[config.mk]
export PLATFORM = sky130hd
export DESIGN_NAME = dmem_arbiter
export DESIGN_NICKNAME = d
export VERILOG_FILES = /design/src/rtl/cpu_pkg.sv /design/src/rtl/dmem_rsp_router.sv /design/src/rtl/dmem_arbiter.sv
export SDC_FILE = /design/constraint.sdc
export NUM_CORES = 1
export LEC_CHECK = 0
export CAP_MARGIN = 20
export CORE_MARGIN = 10
export CORE_UTILIZATION = 36
export CTS_BUF_LIST = sky130_fd_sc_hd__clkbuf_8
export DETAILED_ROUTE_END_ITERATION = 10
export MAX_ROUTING_LAYER = met4
export PLACE_DENSITY = 0.88
export SLEW_MARGIN = 0
export SYNTH_ARGS = -nofsm -noshare
export SYNTH_HDL_FRONTEND = slang
export SYNTH_SLANG_ARGS = --single-unit
[constraint.sdc]
create_clock -name clk -period 3.1 [get_ports clk]
set_input_delay 0.465 -clock clk [delete_from_list [all_inputs] [get_ports clk]]
set_output_delay 0.465 -clock clk [all_outputs]
set_load 0.1 [all_outputs]
[src/rtl/cpu_pkg.sv]
// Shared types for the data-memory path: requester identity and default widths.
package cpu_pkg;

  localparam int DEF_ADDR_W = 32;
  localparam int DEF_DATA_W = 32;
  localparam int WAIT_W     = 4;

  typedef enum logic [1:0] {
    OWN_NONE = 2'd0,
    OWN_CPU  = 2'd1,
    OWN_DBG  = 2'd2
  } owner_t;

endpackage

[src/rtl/dmem_rsp_router.sv]
// Tags each issued read with its owner and steers the next-cycle memory data
// to that owner, holding the last response on each port between reads.
module dmem_rsp_router
  import cpu_pkg::*;
#(
  parameter int DATA_W = DEF_DATA_W
) (
  input  logic              clk,
  input  logic              rstn,
  input  owner_t            rd_tag_d,
  input  logic [DATA_W-1:0] mem_rdata,
  output logic [DATA_W-1:0] cpu_rdata,
  output logic              cpu_rvalid,
  output logic [DATA_W-1:0] dbg_rdata,
  output logic              dbg_rvalid
);

  owner_t            rd_tag;
  logic [DATA_W-1:0] cpu_hold;
  logic [DATA_W-1:0] dbg_hold;

  always_ff @(posedge clk or negedge rstn) begin
    if (!rstn) begin
      rd_tag   <= OWN_NONE;
      cpu_hold <= '0;
      dbg_hold <= '0;
    end else begin
      rd_tag <= rd_tag_d;
      if (rd_tag == OWN_CPU) cpu_hold <= mem_rdata;
      if (rd_tag == OWN_DBG) dbg_hold <= mem_rdata;
    end
  end

  // Response is presented straight from the memory in the cycle after issue;
  // the hold register only supplies the value once rvalid has dropped.
  assign cpu_rvalid = (rd_tag == OWN_CPU);
  assign dbg_rvalid = (rd_tag == OWN_DBG);
  assign cpu_rdata  = cpu_rvalid ? mem_rdata : cpu_hold;
  assign dbg_rdata  = dbg_rvalid ? mem_rdata : dbg_hold;

endmodule

[src/rtl/dmem_arbiter.sv]
// Single-port data-memory arbiter: CPU has priority, the debug port is forced
// through after MAX_WAIT consecutive denials.
module dmem_arbiter
  import cpu_pkg::*;
#(
  parameter int ADDR_W   = DEF_ADDR_W,
  parameter int DATA_W   = DEF_DATA_W,
  parameter int MAX_WAIT = 4
) (
  input  logic              clk,
  input  logic              rstn,
  input  logic              cpu_req,
  input  logic              cpu_we,
  input  logic [ADDR_W-1:0] cpu_addr,
  input  logic [DATA_W-1:0] cpu_wdata,
  output logic              cpu_stall,
  output logic [DATA_W-1:0] cpu_rdata,
  output logic              cpu_rvalid,
  input  logic              dbg_req,
  input  logic              dbg_we,
  input  logic [ADDR_W-1:0] dbg_addr,
  input  logic [DATA_W-1:0] dbg_wdata,
  output logic              dbg_gnt,
  output logic [DATA_W-1:0] dbg_rdata,
  output logic              dbg_rvalid,
  output logic              mem_we,
  output logic [ADDR_W-1:0] mem_addr,
  output logic [DATA_W-1:0] mem_wdata,
  input  logic [DATA_W-1:0] mem_rdata
);

  localparam logic [WAIT_W-1:0] MAX_WAIT_C = WAIT_W'(MAX_WAIT);
  localparam logic [WAIT_W-1:0] WAIT_SAT   = '1;

  logic [WAIT_W-1:0] wait_cnt;
  logic              force_dbg;
  owner_t            winner;
  owner_t            rd_tag_d;

  assign force_dbg = dbg_req && (wait_cnt >= MAX_WAIT_C);

  always_comb begin
    winner    = OWN_NONE;
    mem_we    = 1'b0;
    mem_addr  = '0;
    mem_wdata = '0;
    if (force_dbg)    winner = OWN_DBG;
    else if (cpu_req) winner = OWN_CPU;
    else if (dbg_req) winner = OWN_DBG;
    case (winner)
      OWN_CPU: begin
        mem_we    = cpu_we;
        mem_addr  = cpu_addr;
        mem_wdata = cpu_wdata;
      end
      OWN_DBG: begin
        mem_we    = dbg_we;
        mem_addr  = dbg_addr;
        mem_wdata = dbg_wdata;
      end
      default: ;
    endcase
  end

  assign cpu_stall = cpu_req && (winner != OWN_CPU);
  assign dbg_gnt   = (winner == OWN_DBG);
  assign rd_tag_d  = (winner != OWN_NONE && !mem_we) ? winner : OWN_NONE;

  // Counts consecutive denied debug cycles; any grant or idle cycle restarts it.
  always_ff @(posedge clk or negedge rstn) begin
    if (!rstn)                   wait_cnt <= '0;
    else if (!dbg_req || dbg_gnt) wait_cnt <= '0;
    else if (wait_cnt != WAIT_SAT) wait_cnt <= wait_cnt + 1'b1;
  end

  dmem_rsp_router #(.DATA_W(DATA_W)) u_rsp (
    .clk        (clk),
    .rstn       (rstn),
    .rd_tag_d   (rd_tag_d),
    .mem_rdata  (mem_rdata),
    .cpu_rdata  (cpu_rdata),
    .cpu_rvalid (cpu_rvalid),
    .dbg_rdata  (dbg_rdata),
    .dbg_rvalid (dbg_rvalid)
  );

endmodule

Word level (Yosys, flattened, before mapping). Index checks and enable logic that the tools add are counted.

Memories: 0. Flip-flop bits (word level): 70. Memory bits (writable): 0. Bits in latches: 0. Memory bits (read-only): 0.

Equal/unequal tests: 6. Divide/modulo/power cells: 0. Bitwise gates (word level): 0. Multiply operators: 0. Order comparisons: 1. Reduce and logical (&&, ||, !) cells: 8. Add/subtract/negate cells: 1. Shift-type cells: 0. Multiplexer cells: 11.

Operators with widths (number): $pmux 32 s2 (2); $mux 32 (2); $mux 2 (4); $mux 4 (2); $add 4x1->4 const B (1); $eq 2x1->1 const B (2); $eq 2x2->1 const B (2); $ge 4x3->1 const B (1); $ne 4x4->1 const B (1); $reduce_bool 2->1 (2); $logic_and 1x1->1 (3); $logic_not 1->1 (2); $ne 2x1->1 const B (1); $pmux 1 s2 (1); $logic_or 1x1->1 (1).

Longest topological paths before layout.
Depth in word-level cells: 8. Mapped depth: 5. Gate-level depth less buffers: 2.

By module. Synthesis repeated with hierarchy kept, for this count alone.

Cells, all modules: 383. Area total of the unflattened synthesis: 3923.8 um2.

By module, submodules not included: dmem_rsp_router (instances 1, cells an instance 141, sequential area each 1651.6 um2, area each 2692.6 um2); dmem_arbiter (instances 1, cells an instance 242, sequential area each 100.1 um2, area each 1231.2 um2).

Least setup slack after synthesis. No wires, ideal clock.

Path kind: input to output. Start point: input cpu_req. End point: output mem_wdata[10]. Slack: 0.086 ns. Cell stages on the path: 5. Required time: 2.635 ns. Buffers on the path: 3. Arrival time: 2.549 ns. Cells stage by stage: buf_2 nor3b_2 buf_4 buf_4 o22ai_1.

Word-level cells in the longest chain between the ends: 4. Elaborated cells on any way between the ends: 5. Those cells by class: eq/ne: 2; mux: 3.

Ends and longest elaborated chain: start, declared (RTL line dmem_arbiter.sv:12) `input logic cpu_req,`; $mux 2 (*) (RTL line dmem_arbiter.sv:48) `else if (cpu_req) winner = OWN_CPU;`; $mux 2 (*) (RTL line dmem_arbiter.sv:47) `if (force_dbg) winner = OWN_DBG;`; $eq 2x2->1 / $eq 2x1->1 (equally long branches) (RTL line dmem_arbiter.sv:50) `case (winner)`; $pmux 32 s2 (*) (RTL line dmem_arbiter.sv:50); end, declared (RTL line dmem_arbiter.sv:28) `output logic [DATA_W-1:0] mem_wdata,`.

Mark *: on every way between the ends. The rest lies on a longest branch, timed or not.

Final worst setup path.
Start point: input cpu_req. End point: output mem_wdata[5].

The elaborated chain is that of the path after synthesis.

==> flow_summary.json <==
{
  "outcome": "complete, no violations",
  "grt_pass1_wl_um": 26800,
  "p_int_mw": 2.64,
  "max_stage_delay_ns": 0.49,
  "start_kind": "input pin",
  "core_area_mm2": 0.00986,
  "die_x_um": 121,
  "slew_headroom_pct": 43.6,
  "io_pins": 299,
  "max_cap_violations": 0,
  "end_kind": "primary output",
  "utilization_pct": 79.4,
  "finalCritPeriodShare_pct": 80.7,
  "fin_nets": 832,
  "grt-ovfl-total": 0,
  "crit_chain": "buf_2, nor3b_4, buf_4, o22ai_1, buf_12",
  "dr_total_vias": 4072,
  "min_period_ns": 2.50,
  "die-height_um": 121,
  "final_common_cell": "clkdlybuf4s50_1",
  "grt.total_usage_pct": 24.4,
  "holdWs_ns": 0.325,
  "reg2regPathDepth": 3,
  "drive_gt1_share_pct": 34.2,
  "dp.cells": 787,
  "path_clk_slew_ns": 0.08,
  "synth_top_area_share_pct": 47.7,
  "sw_frac_of_total_pct": 51.4,
  "drv_slew": 0,
  "synth_cell_types": 18,
  "r2r_start": "u_rsp.rd_tag[0]",
  "reg2reg_slack_ns": 1.63,
  "grt.met3_usage_pct": 6.33,
  "antenna_left": 0,
  "areaGrowthSynthToFinish_pct": 113,
  "htreeDepth": 3,
  "pwr-share-comb_pct": 64.0,
  "die-area_mm2": 0.0146,
  "crit_type": "in -> out",
  "viasPerCell": 5.07,
  "critical_path.slowest_cell": "buf_4",
  "wirelength_um": 18100,
  "synth_area_per_cell_um2": 9.59,
  "initial_core_util_pct": 37.2,
  "cts_tree": "yes",
  "power.share.clock_pct": 15.1,
  "pwr-share-seq_pct": 21.0,
  "power_mw": 5.43,
  "grt_pass1_vias": 4407,
  "ys_ff_latch": 70,
  "synth-seq-area-share_pct": 47.7,
  "synth.area.top_cells": "dfrtp_1 (48%), mux2_2 (20%), nand2_1 (13%), o22ai_1 (11%), buf_2 (2.2%)",
  "cts.sinks": 70,
  "place_ws_ns": 0.624,
  "syn_nets": 550,
  "cts_setup_buffers": 0,
  "grt_max_degree": 71,
  "r2r-end": "u_rsp.dbg_hold[11]",
  "drt-wirelength-per-cell_um": 22.5,
  "max_freq_mhz": 400,
  "firstDrtPassIters": 4,
  "cts-resized-gates": 0,
  "mostFrequentLayoutCells": "clkdlybuf4s50_1 (162), nand2_1 (131), buf_12 (99), dfrtp_1 (70), o22ai_1 (65)",
  "cts_buffers": 9,
  "use_met2_pct": 42.7,
  "diodes": 0,
  "power.leakage_nw": 3.40,
  "netlist_area_mm2": 0.00367,
  "clk_path_buf_depth": 2,
  "clk_latency_ns": 0.34,
  "p_switching_mw": 2.79,
  "cp.arrival_ns": 2.04,
  "tns_ns": 0,
  "drt-initial-drc-count": 234,
  "worst_slew_pin_slew_ns": 0.847,
  "crit_required_ns": 2.63,
  "instances_no_fill": 803,
  "power-per-cell-area_mw_per_mm2": 693,
  "antenna_found_initial": 0,
  "placed_area_mm2": 0.00761,
  "hp-class": "in -> async",
  "core.rowCount": 36,
  "worst_slack_ns": 0.597,
  "vdd_ir_drop_max_mv": 0.472,
  "final_area_mm2": 0.00783,
  "fillers": 552,
  "yosys_warnings": 0,
  "finalSetupViolations": 0,
  "rsz0062_at_grt": "false",
  "hold_buffers": 0,
  "synth.largest_area_cell": "dfrtp_1",
  "post-route-drc-count": 0,
  "synth_cells": 383,
  "port_buffers": 298,
  "path_max_fanout": 53,
  "hpwl_um": 15000,
  "finalHoldViolations": 0,
  "met1_usage_pct": 26.6,
  "skew_ns": 0.0116,
  "clockRootBuffer": "clkbuf_8",
  "place_congestion": 0.991,
  "grt.busiest_layer": "met2"
}
## worst max path at each step
stage	endpoint	start	cells after the start	slack [ns]
after floorplan	mem_wdata[10]	cpu_req	5	0.09
after global placement	mem_addr[1]	cpu_req	5	0.67
after detailed placement	mem_wdata[8]	cpu_req	5	0.62
after CTS	mem_wdata[5]	cpu_req	5	0.62
after global routing	mem_wdata[10]	cpu_req	5	0.45
final	mem_wdata[5]	cpu_req	5	0.60
## cell type report
cell class	count	area [um2]	share of cell area [%]
clock inverter	7	97.6	1.25
multi-input combinational	274	1730	22.1
sequential	70	1750	22.4
inverter	1	3.75	0.0479
tap	133	166	2.13
timing repair buffer	309	3960	50.5
clock buffer	9	124	1.58
## state kept, by name (all words and copies together) (netlist names)
signal and cells:
u_rsp.cpu_hold 32, u_rsp.dbg_hold 32, u_rsp.rd_tag 2, wait_cnt 4
## kinds of logic (layout without fill, tap and decap cells)
group                    count (synthesis)  after routing  share of synthesized area [%]
AND/OR/NAND/NOR                        142            142                           15.5
flip-flops                              70             70                           47.7
AO/OA/AOI/OAI                           66             66                           11.3
multiplexers                            64             64                           19.6
buffers and inverters                   39            326                           5.45
adder cells (fa/ha/maj)                  1              1                          0.341
other                                    1              1                          0.102
## power by group through the flow
stage,logic (mW),registers (mW),clock network [mW]
final,3.47,1.14,0.818
after global routing,3.56,1.15,0.874
after CTS,3.49,1.14,0.827
after detailed placement,3.49,1.15,0
after global placement,3.44,1.13,0
after floorplan,2.26,1.13,0
## layer usage
| layer | wire (um) | vias to the layer above |
|---|---|---|
| met3 | 1400 | 20 |
| met5 | 0 | - |
| met4 | 410 | 0 |
| li1 | - | 1891 |
| met1 | 6570 | 1960 |
| met2 | 9720 | 201 |
## Yosys cell counts
| library cell | n |
|---|---|
| and4_1 | 2 |
| nor3b_1 | 2 |
| clkbuf_1 | 13 |
| buf_2 | 16 |
| nand2_1 | 131 |
| nor2_1 | 2 |
| nand2b_1 | 1 |
| nor2b_1 | 2 |
| ha_1 | 1 |
| buf_4 | 9 |
| nor4_1 | 1 |
| inv_1 | 1 |
| conb_1 | 1 |
| nor3b_2 | 1 |
| dfrtp_1 | 70 |
| o21a_1 | 1 |
| mux2_2 | 64 |
| o22ai_1 | 65 |
## critical path: cells and delay by family
| kind | cells | cell delay [ns] |
|---|---|---|
| and+or+nand+nor | 1 | 0.26 |
| buffers and inverters | 3 | 1.04 |
| AOI/OAI and AO/OA | 1 | 0.24 |
Note: power is estimated with default switching activity, not from simulation.
